$ cat src/rtl/approx_mul_err_sweep_if.sv
// Control/status and multiplier-side bundle for the error sweep engine.
// max_a/max_b exist only when APPROX_ERR_LOC_EN is defined.
interface approx_mul_err_sweep_if #(
    parameter int ACC_W = 16
);
    logic             start;
    logic             abort;
    logic             busy;
    logic             done;
    logic [3:0]       mul_a;
    logic [3:0]       mul_b;
    logic [7:0]       mul_result;
    logic [8:0]       err_count;
    logic [ACC_W-1:0] sum_err;
    logic [7:0]       max_err;
`ifdef APPROX_ERR_LOC_EN
    logic [3:0]       max_a;
    logic [3:0]       max_b;
`endif

    modport master (
        output start, abort, mul_result,
        input  busy, done, mul_a, mul_b, err_count, sum_err, max_err
`ifdef APPROX_ERR_LOC_EN
        , max_a, max_b
`endif
    );

    modport slave (
        input  start, abort, mul_result,
        output busy, done, mul_a, mul_b, err_count, sum_err, max_err
`ifdef APPROX_ERR_LOC_EN
        , max_a, max_b
`endif
    );
endinterface

$ cat src/rtl/approx_mul_err_sweep.sv
// Sweeps all 256 4x4 operand pairs through an external multiplier and
// accumulates error stats; APPROX_ERR_LOC_EN adds max-error location.
module approx_mul_err_sweep #(
    parameter int ACC_W   = 16,
    parameter int MUL_LAT = 0
) (
    input logic                   clk,
    input logic                   rst_n,
    approx_mul_err_sweep_if.slave bus
);
    typedef enum logic {IDLE, SWEEP} state_t;

    state_t           state_q, state_d;
    logic [8:0]       issue_q;
    logic [7:0]       samp_q;
    logic [3:0]       a_q, b_q;
    logic [7:0]       exp_q [MUL_LAT+1];
    logic [MUL_LAT:0] v_q;
    logic [8:0]       err_q;
    logic [ACC_W-1:0] sum_q;
    logic [7:0]       max_q;
    logic             done_q;

    logic             busy, go, flush, acc, fin, v_al;
    logic [7:0]       e_al, prod, diff;
    logic [8:0]       dsig;
    logic [ACC_W:0]   sum_nx;

    assign v_al   = v_q[MUL_LAT];
    assign e_al   = exp_q[MUL_LAT];
    assign fin    = v_al && (samp_q == 8'd255);
    assign prod   = {4'd0, issue_q[7:4]} * {4'd0, issue_q[3:0]};
    assign dsig   = {1'b0, bus.mul_result} - {1'b0, e_al};
    assign diff   = dsig[8] ? 8'(~dsig + 9'd1) : dsig[7:0];
    assign sum_nx = {1'b0, sum_q} + {{(ACC_W-7){1'b0}}, diff};

    // FSM state register
    always_ff @(posedge clk or negedge rst_n) begin
        if (!rst_n) state_q <= IDLE;
        else        state_q <= state_d;
    end

    // FSM next state: start wins in IDLE, abort wins in SWEEP
    always_comb begin
        state_d = state_q;
        unique case (state_q)
            IDLE:  if (bus.start) state_d = SWEEP;
            SWEEP: if (bus.abort || fin) state_d = IDLE;
            default: state_d = IDLE;
        endcase
    end

    // FSM outputs and per-cycle strobes
    always_comb begin
        busy  = (state_q == SWEEP);
        go    = !busy && bus.start;
        flush = busy && (bus.abort || fin);
        acc   = busy && !bus.abort && v_al;
    end

    // Operand issue and expected-product alignment pipeline
    always_ff @(posedge clk or negedge rst_n) begin
        if (!rst_n) begin
            issue_q <= '0;
            a_q     <= '0;
            b_q     <= '0;
            v_q     <= '0;
            for (int i = 0; i <= MUL_LAT; i++) exp_q[i] <= '0;
        end else if (go) begin
            issue_q <= 9'd1;
            a_q     <= '0;
            b_q     <= '0;
            v_q     <= (MUL_LAT+1)'(1);
            for (int i = 0; i <= MUL_LAT; i++) exp_q[i] <= '0;
        end else if (flush || !busy) begin
            a_q <= '0;
            b_q <= '0;
            v_q <= '0;
        end else begin
            for (int i = 1; i <= MUL_LAT; i++) begin
                v_q[i]   <= v_q[i-1];
                exp_q[i] <= exp_q[i-1];
            end
            if (!issue_q[8]) begin
                a_q      <= issue_q[7:4];
                b_q      <= issue_q[3:0];
                exp_q[0] <= prod;
                v_q[0]   <= 1'b1;
                issue_q  <= issue_q + 9'd1;
            end else begin
                v_q[0] <= 1'b0;
            end
        end
    end

`ifdef APPROX_ERR_LOC_EN
    logic [7:0] loc_q [MUL_LAT+1];
    logic [3:0] ma_q, mb_q;

    // Pair index travelling alongside the expected product
    always_ff @(posedge clk or negedge rst_n) begin
        if (!rst_n) begin
            for (int i = 0; i <= MUL_LAT; i++) loc_q[i] <= '0;
        end else begin
            for (int i = 1; i <= MUL_LAT; i++) loc_q[i] <= loc_q[i-1];
            if (go)                         loc_q[0] <= '0;
            else if (busy && !issue_q[8])   loc_q[0] <= issue_q[7:0];
        end
    end

    // Location of the first sample reaching the maximum error
    always_ff @(posedge clk or negedge rst_n) begin
        if (!rst_n || 1'b0) begin
            ma_q <= '0;
            mb_q <= '0;
        end else if (go) begin
            ma_q <= '0;
            mb_q <= '0;
        end else if (acc && (diff > max_q)) begin
            ma_q <= loc_q[MUL_LAT][7:4];
            mb_q <= loc_q[MUL_LAT][3:0];
        end
    end

    assign bus.max_a = ma_q;
    assign bus.max_b = mb_q;
`endif

    // Error statistics, cleared on start and held otherwise
    always_ff @(posedge clk or negedge rst_n) begin
        if (!rst_n) begin
            err_q  <= '0;
            sum_q  <= '0;
            max_q  <= '0;
            samp_q <= '0;
        end else if (go) begin
            err_q  <= '0;
            sum_q  <= '0;
            max_q  <= '0;
            samp_q <= '0;
        end else if (acc) begin
            samp_q <= samp_q + 8'd1;
            if (diff != 8'd0) err_q <= err_q + 9'd1;
            sum_q <= sum_nx[ACC_W] ? '1 : sum_nx[ACC_W-1:0];
            if (diff > max_q) max_q <= diff;
        end
    end

    // One-cycle completion pulse after the final sample
    always_ff @(posedge clk or negedge rst_n) begin
        if (!rst_n) done_q <= 1'b0;
        else        done_q <= acc && fin;
    end

    assign bus.busy      = busy;
    assign bus.done      = done_q;
    assign bus.mul_a     = a_q;
    assign bus.mul_b     = b_q;
    assign bus.err_count = err_q;
    assign bus.sum_err   = sum_q;
    assign bus.max_err   = max_q;
endmodule

$ cat src/flat_wrapper.sv
// flat-port wrapper written by rule: the top's interface ports become plain ports
module approx_mul_err_sweep_flat 
#(
    parameter int ACC_W   = 16,
    parameter int MUL_LAT = 0
)
  (clk, rst_n, bus_start, bus_abort, bus_mul_result, bus_busy, bus_done, bus_mul_a, bus_mul_b, bus_err_count, bus_sum_err, bus_max_err);
  approx_mul_err_sweep_if #(.ACC_W(ACC_W)) bus_i ();
  input logic clk;
  input logic rst_n;
  input wire logic [$bits(bus_i.start)-1:0] bus_start;
  input wire logic [$bits(bus_i.abort)-1:0] bus_abort;
  input wire logic [$bits(bus_i.mul_result)-1:0] bus_mul_result;
  output wire logic [$bits(bus_i.busy)-1:0] bus_busy;
  output wire logic [$bits(bus_i.done)-1:0] bus_done;
  output wire logic [$bits(bus_i.mul_a)-1:0] bus_mul_a;
  output wire logic [$bits(bus_i.mul_b)-1:0] bus_mul_b;
  output wire logic [$bits(bus_i.err_count)-1:0] bus_err_count;
  output wire logic [$bits(bus_i.sum_err)-1:0] bus_sum_err;
  output wire logic [$bits(bus_i.max_err)-1:0] bus_max_err;
  assign bus_i.start = bus_start;
  assign bus_i.abort = bus_abort;
  assign bus_i.mul_result = bus_mul_result;
  assign bus_busy = bus_i.busy;
  assign bus_done = bus_i.done;
  assign bus_mul_a = bus_i.mul_a;
  assign bus_mul_b = bus_i.mul_b;
  assign bus_err_count = bus_i.err_count;
  assign bus_sum_err = bus_i.sum_err;
  assign bus_max_err = bus_i.max_err;
  approx_mul_err_sweep #(.ACC_W(ACC_W), .MUL_LAT(MUL_LAT)) u_core (.clk(clk), .rst_n(rst_n), .bus(bus_i));
endmodule
$ cat config.mk
export PLATFORM = sky130hd
export DESIGN_NAME = approx_mul_err_sweep_flat
export DESIGN_NICKNAME = d
export VERILOG_FILES = /design/src/rtl/approx_mul_err_sweep_if.sv /design/src/rtl/approx_mul_err_sweep.sv /design/src/flat_wrapper.sv
export SDC_FILE = /design/constraint.sdc
export NUM_CORES = 1
export LEC_CHECK = 0
export ABC_AREA = 0
export CELL_PAD_IN_SITES_DETAIL_PLACEMENT = 1
export CELL_PAD_IN_SITES_GLOBAL_PLACEMENT = 2
export CORE_UTILIZATION = 25
export DETAILED_ROUTE_END_ITERATION = 8
export PLACE_DENSITY = 0.63
export SLEW_MARGIN = 40
export SYNTH_ARGS = -nofsm -noshare
export SYNTH_HDL_FRONTEND = slang
export SYNTH_SLANG_ARGS = --single-unit
$ cat constraint.sdc
create_clock -name clk -period 8.2 [get_ports clk]
set_clock_uncertainty 0.1 [all_clocks]
set_input_delay 1.64 -clock clk [delete_from_list [all_inputs] [get_ports clk]]
set_output_delay 1.64 -clock clk [all_outputs]
set_load 0.03 [all_outputs]
Word level (Yosys, flattened, before mapping)

Cells that the tools add are included.

Logic and storage cells: 73
Output and inout bits: 43
Bits in registers: 69

Add/subtract/negate cells: 6
Equality and inequality tests: 4
$mul: 1
Bitwise operators: 2
Order comparisons: 1
Muxes and demuxes: 30
Reductions and logical operators: 17

Operators by type and width:

| operator                                                        | count |
|---|---|
| 8-bit two-way mux                                               | 9 |
| 9-bit two-way mux                                               | 6 |
| 16-bit two-way mux                                              | 3 |
| 4-bit two-way mux                                               | 6 |
| 9-bit by 1-bit adder with 9-bit output, second input constant   | 2 |
| 16-bit by 8-bit adder with 17-bit output                        | 1 |
| 8-bit by 1-bit adder with 8-bit output, second input constant   | 2 |
| 8-bit by 8-bit subtractor with 9-bit output                     | 1 |
| 8-bit == test, second input constant                            | 1 |
| 8-bit > comparator                                              | 1 |
| 4-bit by 4-bit multiplier with 8-bit output                     | 1 |
| 8-bit inverter                                                  | 1 |
| 8-bit nonzero test                                              | 1 |
| 1-bit logical AND                                               | 6 |
| 2-bit AND reduction                                             | 3 |
| 2-bit nonzero test                                              | 3 |
| 1-bit two-way mux                                               | 5 |
| 3-bit != test, second input constant                            | 1 |
| 1-bit zero test                                                 | 2 |
| 1-bit logical OR                                                | 2 |
| 2-bit by 1-bit != test with 1-bit output, second input constant | 1 |
| 2-bit != test, second input constant                            | 1 |
| 1-bit case mux with 2 select lines                              | 1 |
| 1-bit inverter                                                  | 1 |

Longest topological paths before layout

Gate-level depths: netlist of run 1.

Depth in word-level cells: 8
Gate-level depth with buffers: 19
Depth with buffers taken out: 18

Worst setup path after synthesis of run 1

Ideal clock, no wire load.

Path type: input -> register
Start: input port bus_mul_result[0]
End: register u_core.sum_q[7], in the netlist u_core.bus.sum_err[7]
Stages on the path: 18
Buffers on the path: 0
Data required time: 7.964 ns
Arrival: 5.085 ns
Slack: 2.879 ns
Setup time: 0.136 ns
Cell sequence: inv_1 ha_1 inv_1 fa_1 a21oi_1 o2111ai_1 o211ai_1 mux2i_1 inv_1 ha_1 a21o_1 a21oi_1 o21ai_0 a21oi_1 o21ai_0 a21oi_1 nor3_1 or3b_2

Cells in the longest elaborated chain, start to end: 8

Ends and longest elaborated chain:

| item                                            | line                        | RTL |
|---|---|---|
| from (decl)                                     | flat_wrapper.sv:13          | `input wire logic [$bits(bus_i.mul_result)-1:0] bus_mul_result;` |
| 8-bit by 8-bit subtractor with 9-bit output (*) | approx_mul_err_sweep.sv:33  | `assign dsig = {1'b0, bus.mul_result} - {1'b0, e_al};` |
| 8-bit inverter                                  | approx_mul_err_sweep.sv:34  | `assign diff = dsig[8] ? 8'(~dsig + 9'd1) : dsig[7:0];` |
| 8-bit by 1-bit adder with 8-bit output          | approx_mul_err_sweep.sv:34  |  |
| 8-bit two-way mux (*)                           | approx_mul_err_sweep.sv:34  |  |
| 16-bit by 8-bit adder with 17-bit output (*)    | approx_mul_err_sweep.sv:35  | `assign sum_nx = {1'b0, sum_q} + {{(ACC_W-7){1'b0}}, diff};` |
| 16-bit two-way mux (*)                          | approx_mul_err_sweep.sv:144 | `sum_q <= sum_nx[ACC_W] ? '1 : sum_nx[ACC_W-1:0];` |
| 16-bit two-way mux (*)                          | approx_mul_err_sweep.sv:141 | `end else if (acc) begin` |
| 16-bit two-way mux (*)                          | approx_mul_err_sweep.sv:136 | `end else if (go) begin` |
| to (signal assigned)                            | approx_mul_err_sweep.sv:144 |  |
| to (decl)                                       | approx_mul_err_sweep.sv:20  | `logic [ACC_W-1:0] sum_q;` |

Every way passes the cells marked *; elsewhere a longest branch is shown, timed or not. The select of a mux whose other input is x is not followed.
A chain may end at the register's enable or synchronous reset.

Final worst setup path of run 1

Ends and elaborated chain as after synthesis.

==> metrics.csv, run 1 <==
stage;metric;value;unit
run_status;outcome;complete, no violations;
cts;hold_buffers;0;
logic_synthesis;async_reset_ff_frac;1.00;
logic_synthesis;synth_top_family_by_area;compound AO/OA/AOI/OAI gates;
routing;drc;0;
die;core;0.0182;mm2
sta;hold_violations;0;
logic_synthesis;netlist_area;0.00472;mm2
sta;finalSetupViolations;0;
logic_synthesis;synth-compound-area-share;0.171;
die;num_rows;49;
routing;dr.pass1.iters;4;
logic_synthesis;ys_seq_elements;69;
power;vdd_drop_max;0.111;mV
die;die-height;139;um
sta;slew_violations;0;
place;numPortBuffers;54;
sta;relSlewSlack;0.496;
place;place_congestion;0.757;
logic_synthesis;syn_avg_cell_area;9.07;um2
cts;clock-sinks;69;
logic_synthesis;ys_types;56;
setup_path;path_class;input port to register;
logic_synthesis;synthCells;520;
hold_path;hold_class;register to register;
power;leakage;2.55;nW
grt;groute.usage.overall;0.146;
cts;cts_resized;0;
finish;area_growth;22.4;%
finish;num_antenna_cells;0;
logic_synthesis;synthMuxAreaShare;0.0403;
grt;grt_max_degree;70;
die;die_w;139;um
die;io-pin-count;55;
cts;cts_tree;yes;
routing;wirelength;13.1;mm
logic_synthesis;synth-xor-area-share;0.0607;
cts;post_cts_buffers;0;
logic_synthesis;synthFlopType;dfrtp_1;
sta;period_share;0.725;
sta;worst_pin_slew;0.753;ns
logic_synthesis;synth_top_area_frac;0.366;
place;dp_hpwl;9.39;mm
setup_path;ff2ff_setup_slack;3.58;ns
logic_synthesis;synthesis.nets;580;
routing;via_per_inst;4.87;
sta;period_needed;5.95;ns
finish;fin_nets;629;
setup_path;crit_path_end_kind;register;
setup_path;required;8.31;ns
logic_synthesis;yosys.area_share.simple;0.170;
logic_synthesis;synthAdderAreaFrac;0.137;
setup_path;start_kind;input port;
sta;rsz0062_at_grt;false;
grt;overflow;0;
routing;drtAntennaViolNets;0;
finish;design_area;0.00578;mm2
cts;clockBufferDepth;2;
cts;htreeDepth;3;
routing;routedWlPerCell;16.3;um
logic_synthesis;ys_seq_area_frac;0.366;
power;p_per_area;197;mW/mm2
finish;final_layout_size_suffix_gt1_frac;0.0610;
cts;clk_latency;0.34;ns
logic_synthesis;synth.area.top_cells;dfrtp_1 37%, ha_1 11%, nand2_1 4.2%;
sta;tns;0;ns
cts;clk_pin_slew;0.06;ns
die;dieArea;0.0194;mm2
logic_synthesis;synth_edf_count;0;
sta;max_freq;168;MHz
setup_path;cp_max_fo;7;
place;dpl_cell_area;0.00550;mm2
sta;timing.hold.ws;0.401;ns
grt;grt_pass1_vias;4255;
routing;vias;3912;
die;initial_core_util;0.259;
grt;antenna_found_initial;0;
job;maxCapViolCount;0;
routing;drt-initial-drc-count;133;
cts;cts_buffers;9;
cts;root_buffer;clkbuf_16;
setup_path;worstPathArrival;6.06;ns
grt;grt_pass1_wl;22.5;mm
logic_synthesis;yosys_warnings;0;
logic_synthesis;synth.largest_area_cell;dfrtp_1;
## layout by cell type (no fill, tap or decap), types with 3 or more instances in the layout
cell             instances
o211a_1                  3
o211ai_1                 7
or3_1                    5
nand2b_1                 6
clkbuf_1                 4
nor2b_1                  3
mux2i_1                 16
fa_1                     6
nand2_1                 53
dfrtp_1                 69
o31ai_1                  8
clkbuf_16                9
and3_1                   8
and2_1                   9
nor2_1                  37
a31oi_1                  8
a2111o_1                 3
o21ai_0                 23
a21o_1                   9
a311oi_1                 3
nand4_1                  8
xor2_1                  15
o21ai_2                  3
buf_4                    6
clkdlybuf4s50_1         53
xnor2_1                 14
ha_1                    42
nor3_1                   5
inv_1                   43
o2111ai_1                4
a21oi_1                 32
nand3_1                 23
## worst max-delay path: stages
cell and delay, ns:
clkdlybuf4s50_1 0.40, inv_1 0.06, ha_1 0.15, inv_1 0.05, fa_1 0.45, a21oi_1 0.30, o2111ai_1 0.19, o211ai_1 0.30
mux2i_1 0.45, inv_1 0.12, ha_1 0.29, a21o_1 0.18, a21oi_1 0.20, o21ai_0 0.12, a21oi_1 0.23, o21ai_0 0.16
a21oi_1 0.23, nor3_1 0.06, or3b_2 0.47
## stage by stage
step / worst slack, ns / cells / utilization / power (mW)
finish: 2.25 / 803 / 0.317 / 1.14
global route: 1.85 / 803 / 0.317 / 1.22
CTS: 2.21 / 803 / 0.317 / 1.16
detailed placement: 1.85 / 787 / 0.302 / 0.785
global placement: 2.11 / 787 / 0.302 / 0.777
floorplan: 2.88 / 520 / - / 0.649
## Yosys cell counts, types with 4 or more instances
library cell  instances
a21oi_1              32
a31oi_1               8
a21o_1                9
o211ai_1              7
and3_1                8
nor2_1               37
and2_1                9
o2111ai_1             4
inv_1                43
nand3_1              23
nor2b_1               4
fa_1                  6
nor3_1                5
clkbuf_1             20
nand2b_1              6
nand2_1              53
mux2i_1              16
o31ai_1               8
ha_1                 42
o21ai_0              23
nand4_1               8
xor2_1               15
dfrtp_1              69
or3_1                 5
xnor2_1              14
## cells by family after synthesis
logic type               count (synthesis)
buffers and inverters                   66
adder cells (fa/ha/maj)                 48
flip-flops                              69
XOR/XNOR                                31
AND/OR/NAND/NOR                        167
AO/OA/AOI/OAI                          121
multiplexers                            18
## path summary, 6_finish.rpt
kind / start / cells past startpoint / to
max: bus_mul_result[0] / 19 / u_core.bus.sum_err[7]$_DFFE_PN0P_
max reg2reg: u_core.e_al[0]$_DFFE_PN0P_ / 17 / u_core.bus.sum_err[7]$_DFFE_PN0P_
min reg2reg: u_core.e_al[5]$_DFFE_PN0P_ / 2 / u_core.e_al[5]$_DFFE_PN0P_
min: u_core.e_al[5]$_DFFE_PN0P_ / 2 / u_core.e_al[5]$_DFFE_PN0P_
max in group asynchronous: rst_n / 2 / u_core.bus.max_err[1]$_DFFE_PN0P_
min in group asynchronous: rst_n / 2 / u_core.bus.max_err[3]$_DFFE_PN0P_
## where the power goes
part	internal (mW)	switching, mW	total, mW
Sequential	0.373	0.0407	0.413
Clock	0.221	0.145	0.366
Combinational	0.146	0.215	0.361
Total	0.739	0.401	1.14
## flip-flops by register name, summed over array words and instances (netlist names)
name and count:
u_core.bus.busy 1, u_core.bus.done 1, u_core.bus.err_count 9, u_core.bus.max_err 8
u_core.bus.mul_a 4, u_core.bus.mul_b 4, u_core.bus.sum_err 16, u_core.e_al 8
u_core.issue_q 9, u_core.samp_q 8, u_core.v_al 1
## metal layers
layer  vias to the layer above  track usage  share of wire  wire [um]
met5                         -            0              0          0
met4                         0       0.0433          0.012        152
met3                         9       0.0361          0.032        418
met2                        54        0.249           0.48       6320
met1                      1929        0.182           0.47       6220
li1                       1920            -              -          -
## layout make-up
cell class,count,area [um2]
timing repair buffer,61,592
multi-input combinational,385,2740
sequential,69,1730
fill,2096,12400
clock buffer,15,268
tap,229,287
clock inverter,1,5.00
inverter,43,161
(Power assumes the default switching activity.)
==> run 2, diff against run 1 <==
==> constraint.sdc (replaced) <==
create_clock -name clk -period 6 [get_ports clk]
set_clock_uncertainty 0.1 [all_clocks]
set_input_delay 1.2 -clock clk [delete_from_list [all_inputs] [get_ports clk]]
set_output_delay 1.2 -clock clk [all_outputs]
set_load 0.03 [all_outputs]
==> metrics.csv, run 2 (same netlist as run 1, synthesis figures left out) <==
stage;metric;value;unit
cts;clk_latency;0.34;ns
setup_path;start_kind;input port;
routing;dr.pass1.iters;4;
setup_path;cp_max_fo;7;
grt;groute.usage.overall;0.147;
grt;grt_use_met1;0.187;
setup_path;required;6.11;ns
power;vdd_drop_max;0.153;mV
die;dieArea;0.0194;mm2
setup_path;crit_path_end_kind;register;
die;io-pin-count;55;
cts;hold_buffers;0;
finish;area_growth;23.6;%
finish;layout_commonest_cell;dfrtp_1;
sta;slew_violations;0;
routing;drt-initial-drc-count;133;
setup_path;ff2ff_setup_slack;1.62;ns
grt;antenna_found_initial;0;
sta;rsz0062_at_grt;false;
finish;fin_nets;631;
sta;finalSetupViolations;0;
die;initial_core_util;0.259;
sta;hold_violations;0;
routing;wirelength;13.3;mm
finish;largest_reg_flops;16;
grt;grt_max_degree;70;
setup_path;path_class;input port to register;
cts;cts_buffers;9;
setup_path;r2r_start;u_core.e_al[0]$_DFFE_PN0P_;
power;p_per_area;279;mW/mm2
setup_path;reg2reg_to;u_core.bus.sum_err[7]$_DFFE_PN0P_;
sta;tns;0;ns
finish;layout_common_cells;69 x dfrtp_1, 53 x nand2_1, 53 x clkdlybuf4s50_1, 43 x inv_1, 42 x ha_1;
routing;vias;3921;
sta;timing.hold.ws;0.405;ns
sta;period_needed;5.29;ns
sta;relSlewSlack;0.507;
grt;grt_util_met3;0.0375;
routing;routedWlPerCell;16.5;um
cts;post_cts_buffers;0;
grt;overflow;0;
hold_path;worstHoldPathCells;2;
cts;clock-sinks;69;
grt;grt_pass1_vias;4177;
place;dp_hpwl;9.57;mm
setup_path;crit_path_end;u_core.bus.sum_err[7]$_DFFE_PN0P_;
cts;clockBufferDepth;2;
grt;grt_pass1_wl;22.3;mm
place;place_congestion;0.765;
job;maxCapViolCount;0;
cts;cts_resized;0;
routing;via_per_inst;4.87;
power;p_int;1.07;mW
cts;cts_tree;yes;
setup_path;worstPathArrival;5.40;ns
run_status;outcome;complete, no violations;
die;die-height;139;um
place;numPortBuffers;54;
grt;busiest_layer;met2;
power;switching_share;0.344;
power;comb_power_share;0.308;
sta;period_share;0.882;
die;core;0.0182;mm2
finish;num_antenna_cells;0;
grt;use_met2;0.246;
cts;htreeDepth;3;
setup_path;r2r_cells;17;
hold_path;hold_class;register to register;
die;die_w;139;um
cts;clk_pin_slew;0.05;ns
routing;drc;0;
power;p_sw;0.559;mW
die;num_rows;49;
power;p_clk_frac;0.343;
sta;worst_pin_slew;0.738;ns
cts;root_buffer;clkbuf_16;
power;pwr-share-seq;0.349;
sta;max_freq;189;MHz
power;leakage;2.58;nW
setup_path;crit_start;bus_mul_result[0];
finish;final_layout_size_suffix_gt1_frac;0.0694;
routing;drtAntennaViolNets;0;
==> run 2: cell count changes in the layout (fill, tap and decap cells not counted) <==
| cell | before | now |
|---|---|---|
| bufinv_16 | 0 | 1 |
| clkinvlp_4 | 0 | 1 |
| clkbuf_1 | 4 | 1 |
| clkbuf_8 | 2 | 3 |
| buf_4 | 6 | 8 |
==> run 2: area by class of cell <==
type / instances / area, um2
Clock buffer: 13 / 270
Clock inverter: 3 / 42.5
Fill cell: 2082 / 12400
Inverter: 43 / 161
Multi-Input combinational cell: 385 / 2740
Sequential cell: 69 / 1730
Tap cell: 229 / 287
Timing Repair Buffer: 63 / 607
==> run 2: worst min-delay path by stage <==
| stage | start | to | slack (ns) |
|---|---|---|---|
| 5_1_grt | u_core.e_al[4]$_DFFE_PN0P_ | u_core.e_al[4]$_DFFE_PN0P_ | 0.45 |
| 6_report | u_core.e_al[4]$_DFFE_PN0P_ | u_core.e_al[4]$_DFFE_PN0P_ | 0.40 |
| 3_5_place_dp | u_core.e_al[4]$_DFFE_PN0P_ | u_core.e_al[4]$_DFFE_PN0P_ | 0.40 |
| 4_1_cts | u_core.e_al[4]$_DFFE_PN0P_ | u_core.e_al[4]$_DFFE_PN0P_ | 0.41 |
| 3_3_place_gp | u_core.e_al[5]$_DFFE_PN0P_ | u_core.e_al[5]$_DFFE_PN0P_ | 0.39 |
| 2_1_floorplan | u_core.e_al[3]$_DFFE_PN0P_ | u_core.e_al[3]$_DFFE_PN0P_ | 0.37 |
==> run 2: per-stage QoR <==
stage	cell area (um2)	utilization	setup WS, ns	total power [mW]	cells
2_1_floorplan	4720	-	1.12	0.887	520
3_3_place_gp	5510	0.303	0.477	1.07	789
3_5_place_dp	5520	0.303	0.334	1.08	789
4_1_cts	5830	0.320	0.698	1.66	805
5_1_grt	5830	0.320	0.281	1.73	805
6_report	5830	0.320	0.708	1.63	805
==> run 2: power by group through the flow <==
stage          Sequential, mW  Clock (mW)  Combinational, mW
2_1_floorplan           0.619           0              0.267
4_1_cts                 0.568       0.584              0.507
6_report                0.567       0.558              0.500
5_1_grt                 0.576       0.600              0.557
3_3_place_gp            0.575           0              0.494
3_5_place_dp            0.576           0              0.503
==> run 2: metal layers <==
layer,vias to the layer above,part of all wire,wire [um]
met2,55,0.47,6240
met3,12,0.034,452
met1,1924,0.48,6420
li1,1930,-,-
met5,-,0,0
met4,0,0.014,188
==> run 2: worst max-delay path, stage by stage <==
cell and delay, ns:
clkdlybuf4s50_1 0.40, inv_1 0.06, ha_1 0.15, inv_1 0.06
fa_1 0.46, a21oi_1 0.28, o2111ai_1 0.19, o211ai_1 0.30
mux2i_1 0.29, inv_1 0.09, ha_1 0.27, a21o_1 0.18
a21oi_1 0.21, o21ai_0 0.11, a21oi_1 0.21, o21ai_0 0.15
a21oi_1 0.25, nor3_1 0.07, or3b_2 0.48
==> run 3, diff against run 2 <==
--- a/config.mk
+++ b/config.mk
@@ -8,6 +8,7 @@
 export ABC_AREA = 0
 export CELL_PAD_IN_SITES_DETAIL_PLACEMENT = 1
 export CELL_PAD_IN_SITES_GLOBAL_PLACEMENT = 2
+export CORE_MARGIN = 2
 export CORE_UTILIZATION = 25
 export DETAILED_ROUTE_END_ITERATION = 8
 export PLACE_DENSITY = 0.63
==> metrics.csv, run 3 (same netlist as run 1, synthesis figures left out) <==
stage;metric;value;unit
place;dp_hpwl;9.72;mm
finish;final_layout_size_suffix_gt1_frac;0.0645;
setup_path;crit_path_end_kind;register;
cts;clockBufferDepth;2;
setup_path;required;6.11;ns
die;io-pin-count;55;
place;numPortBuffers;54;
job;maxCapViolCount;0;
die;dieArea;0.0200;mm2
setup_path;crit_top_cell;a21oi_1;
sta;slew_violations;0;
run_status;outcome;complete, no violations;
cts;clk_latency;0.34;ns
setup_path;reg2reg_to;u_core.bus.sum_err[7]$_DFFE_PN0P_;
cts;cts_resized;0;
routing;drt-initial-drc-count;114;
grt;antenna_found_initial;0;
sta;period_needed;5.51;ns
sta;fin_ws;0.491;ns
setup_path;path_cells;clkdlybuf4s50_1, inv_1, ha_1, inv_1, fa_1, a21oi_1, o2111ai_1, o211ai_1, mux2i_1, inv_1, ha_1, a21o_1, a21oi_1, o21ai_0, a21oi_1, o21ai_0, a21oi_1, nor3_1, or3b_2;
routing;vias;3959;
finish;layout_commonest_cell;dfrtp_1;
cts;root_buffer;clkbuf_16;
hold_path;holdPathEnd;u_core.e_al[6]$_DFFE_PN0P_;
setup_path;worstPathArrival;5.62;ns
cts;cts_tree;yes;
sta;tns;0;ns
setup_path;path_class;input port to register;
power;leakage;2.55;nW
sta;finalSetupViolations;0;
setup_path;start_kind;input port;
routing;dr.pass1.iters;4;
power;p_per_area;269;mW/mm2
place;place_congestion;0.785;
die;die-height;141;um
setup_path;critical_path.max_stage_delay;0.47;ns
setup_path;cpMaxStageDelayCell;or3b_2;
grt;grt_pass1_wl;21.9;mm
routing;drtAntennaViolNets;0;
cts;cts_buffers;9;
routing;via_per_inst;4.90;
power;power;1.55;mW
setup_path;cp_max_fo;7;
die;num_rows;50;
setup_path;r2r_start;u_core.e_al[0]$_DFFE_PN0P_;
grt;grt_pass1_vias;4160;
sta;max_freq;182;MHz
power;vdd_drop_max;0.161;mV
setup_path;r2r_cells;17;
grt;overflow;0;
cts;clk_pin_slew;0.06;ns
sta;worst_pin_slew;0.573;ns
die;initial_core_util;0.254;
cts;htreeDepth;3;
routing;wirelength;13.1;mm
finish;largest_reg_flops;16;
cts;clock-sinks;69;
cts;post_cts_buffers;0;
routing;drc;0;
sta;period_share;0.918;
finish;num_antenna_cells;0;
die;core;0.0186;mm2
finish;area_growth;22.5;%
sta;hold_violations;0;
finish;fin_util;0.311;
hold_path;worstHoldPathCells;2;
place;pre_cts_ws;0.109;ns
finish;fillCellCount;2127;
sta;rsz0062_at_grt;false;
finish;layout_common_cells;69 x dfrtp_1, 53 x nand2_1, 53 x clkdlybuf4s50_1, 43 x inv_1, 42 x ha_1;
grt;grt_max_degree;38;
sta;timing.hold.ws;0.403;ns
hold_path;hold_class;register to register;
setup_path;ff2ff_setup_slack;1.41;ns
routing;routedWlPerCell;16.3;um
grt;groute.usage.overall;0.138;
sta;relSlewSlack;0.618;
die;die_w;141;um
cts;hold_buffers;0;
hold_path;hp-start;u_core.e_al[6]$_DFFE_PN0P_;
finish;fin_nets;630;
[run 3: changes by cell type in the layout (fill, tap and decap cells not counted), sizes merged]
cell / before / now
clkinvlp: 1 / 0
bufinv: 1 / 0
buf: 10 / 9
clkinv: 1 / 2
[run 3: metal layers]
| metal | track usage | wire length [um] | up-vias |
|---|---|---|---|
| li1 | - | - | 1920 |
| met1 | 0.174 | 6130 | 1969 |
| met2 | 0.235 | 6340 | 57 |
| met3 | 0.0354 | 486 | 13 |
| met4 | 0.0395 | 179 | 0 |
| met5 | 0 | 0 | - |
[run 3: final cells by class]
class                           instances  area [um2]  area share
Clock buffer                           13         250      0.0433
Clock inverter                          2        10.0     0.00173
Inverter                               43         161      0.0279
Multi-Input combinational cell        385        2740       0.474
Sequential cell                        69        1730       0.299
Tap cell                              234         293      0.0507
Timing Repair Buffer                   62         598       0.104
[run 3: worst max-delay path: cells and delay by family]
| family | cells | cell delay (ns) |
|---|---|---|
| muxes | 1 | 0.44 |
| and+or+nand+nor | 2 | 0.54 |
| AOI/OAI and AO/OA | 9 | 1.89 |
| adders and majority gates | 3 | 0.88 |
| buffers and inverters | 4 | 0.66 |
[run 3: power breakdown]
part	switching (mW)	internal, mW	leakage (nW)
registers	0.0565	0.509	0.942
logic	0.298	0.201	1.48
clock network	0.202	0.288	0.129
[run 3: per-stage QoR]
stage,std cells,cell area (um2)
global placement,793,5510
floorplan,520,4720
finish,808,5780
detailed placement,793,5510
global route,808,5780
CTS,808,5770
[run 3: how the worst max path moves through the flow]
stage	startpoint	endpoint	slack (ns)	cells past startpoint
after CTS	bus_mul_result[0]	u_core.bus.sum_err[7]$_DFFE_PN0P_	0.48	19
after global placement	bus_mul_result[0]	u_core.bus.sum_err[7]$_DFFE_PN0P_	0.36	19
after floorplan	bus_mul_result[0]	u_core.bus.sum_err[7]$_DFFE_PN0P_	1.12	18
after detailed placement	bus_mul_result[0]	u_core.bus.sum_err[7]$_DFFE_PN0P_	0.11	19
final	bus_mul_result[0]	u_core.bus.sum_err[7]$_DFFE_PN0P_	0.49	19
after global routing	bus_mul_result[0]	u_core.bus.sum_err[7]$_DFFE_PN0P_	0.14	19
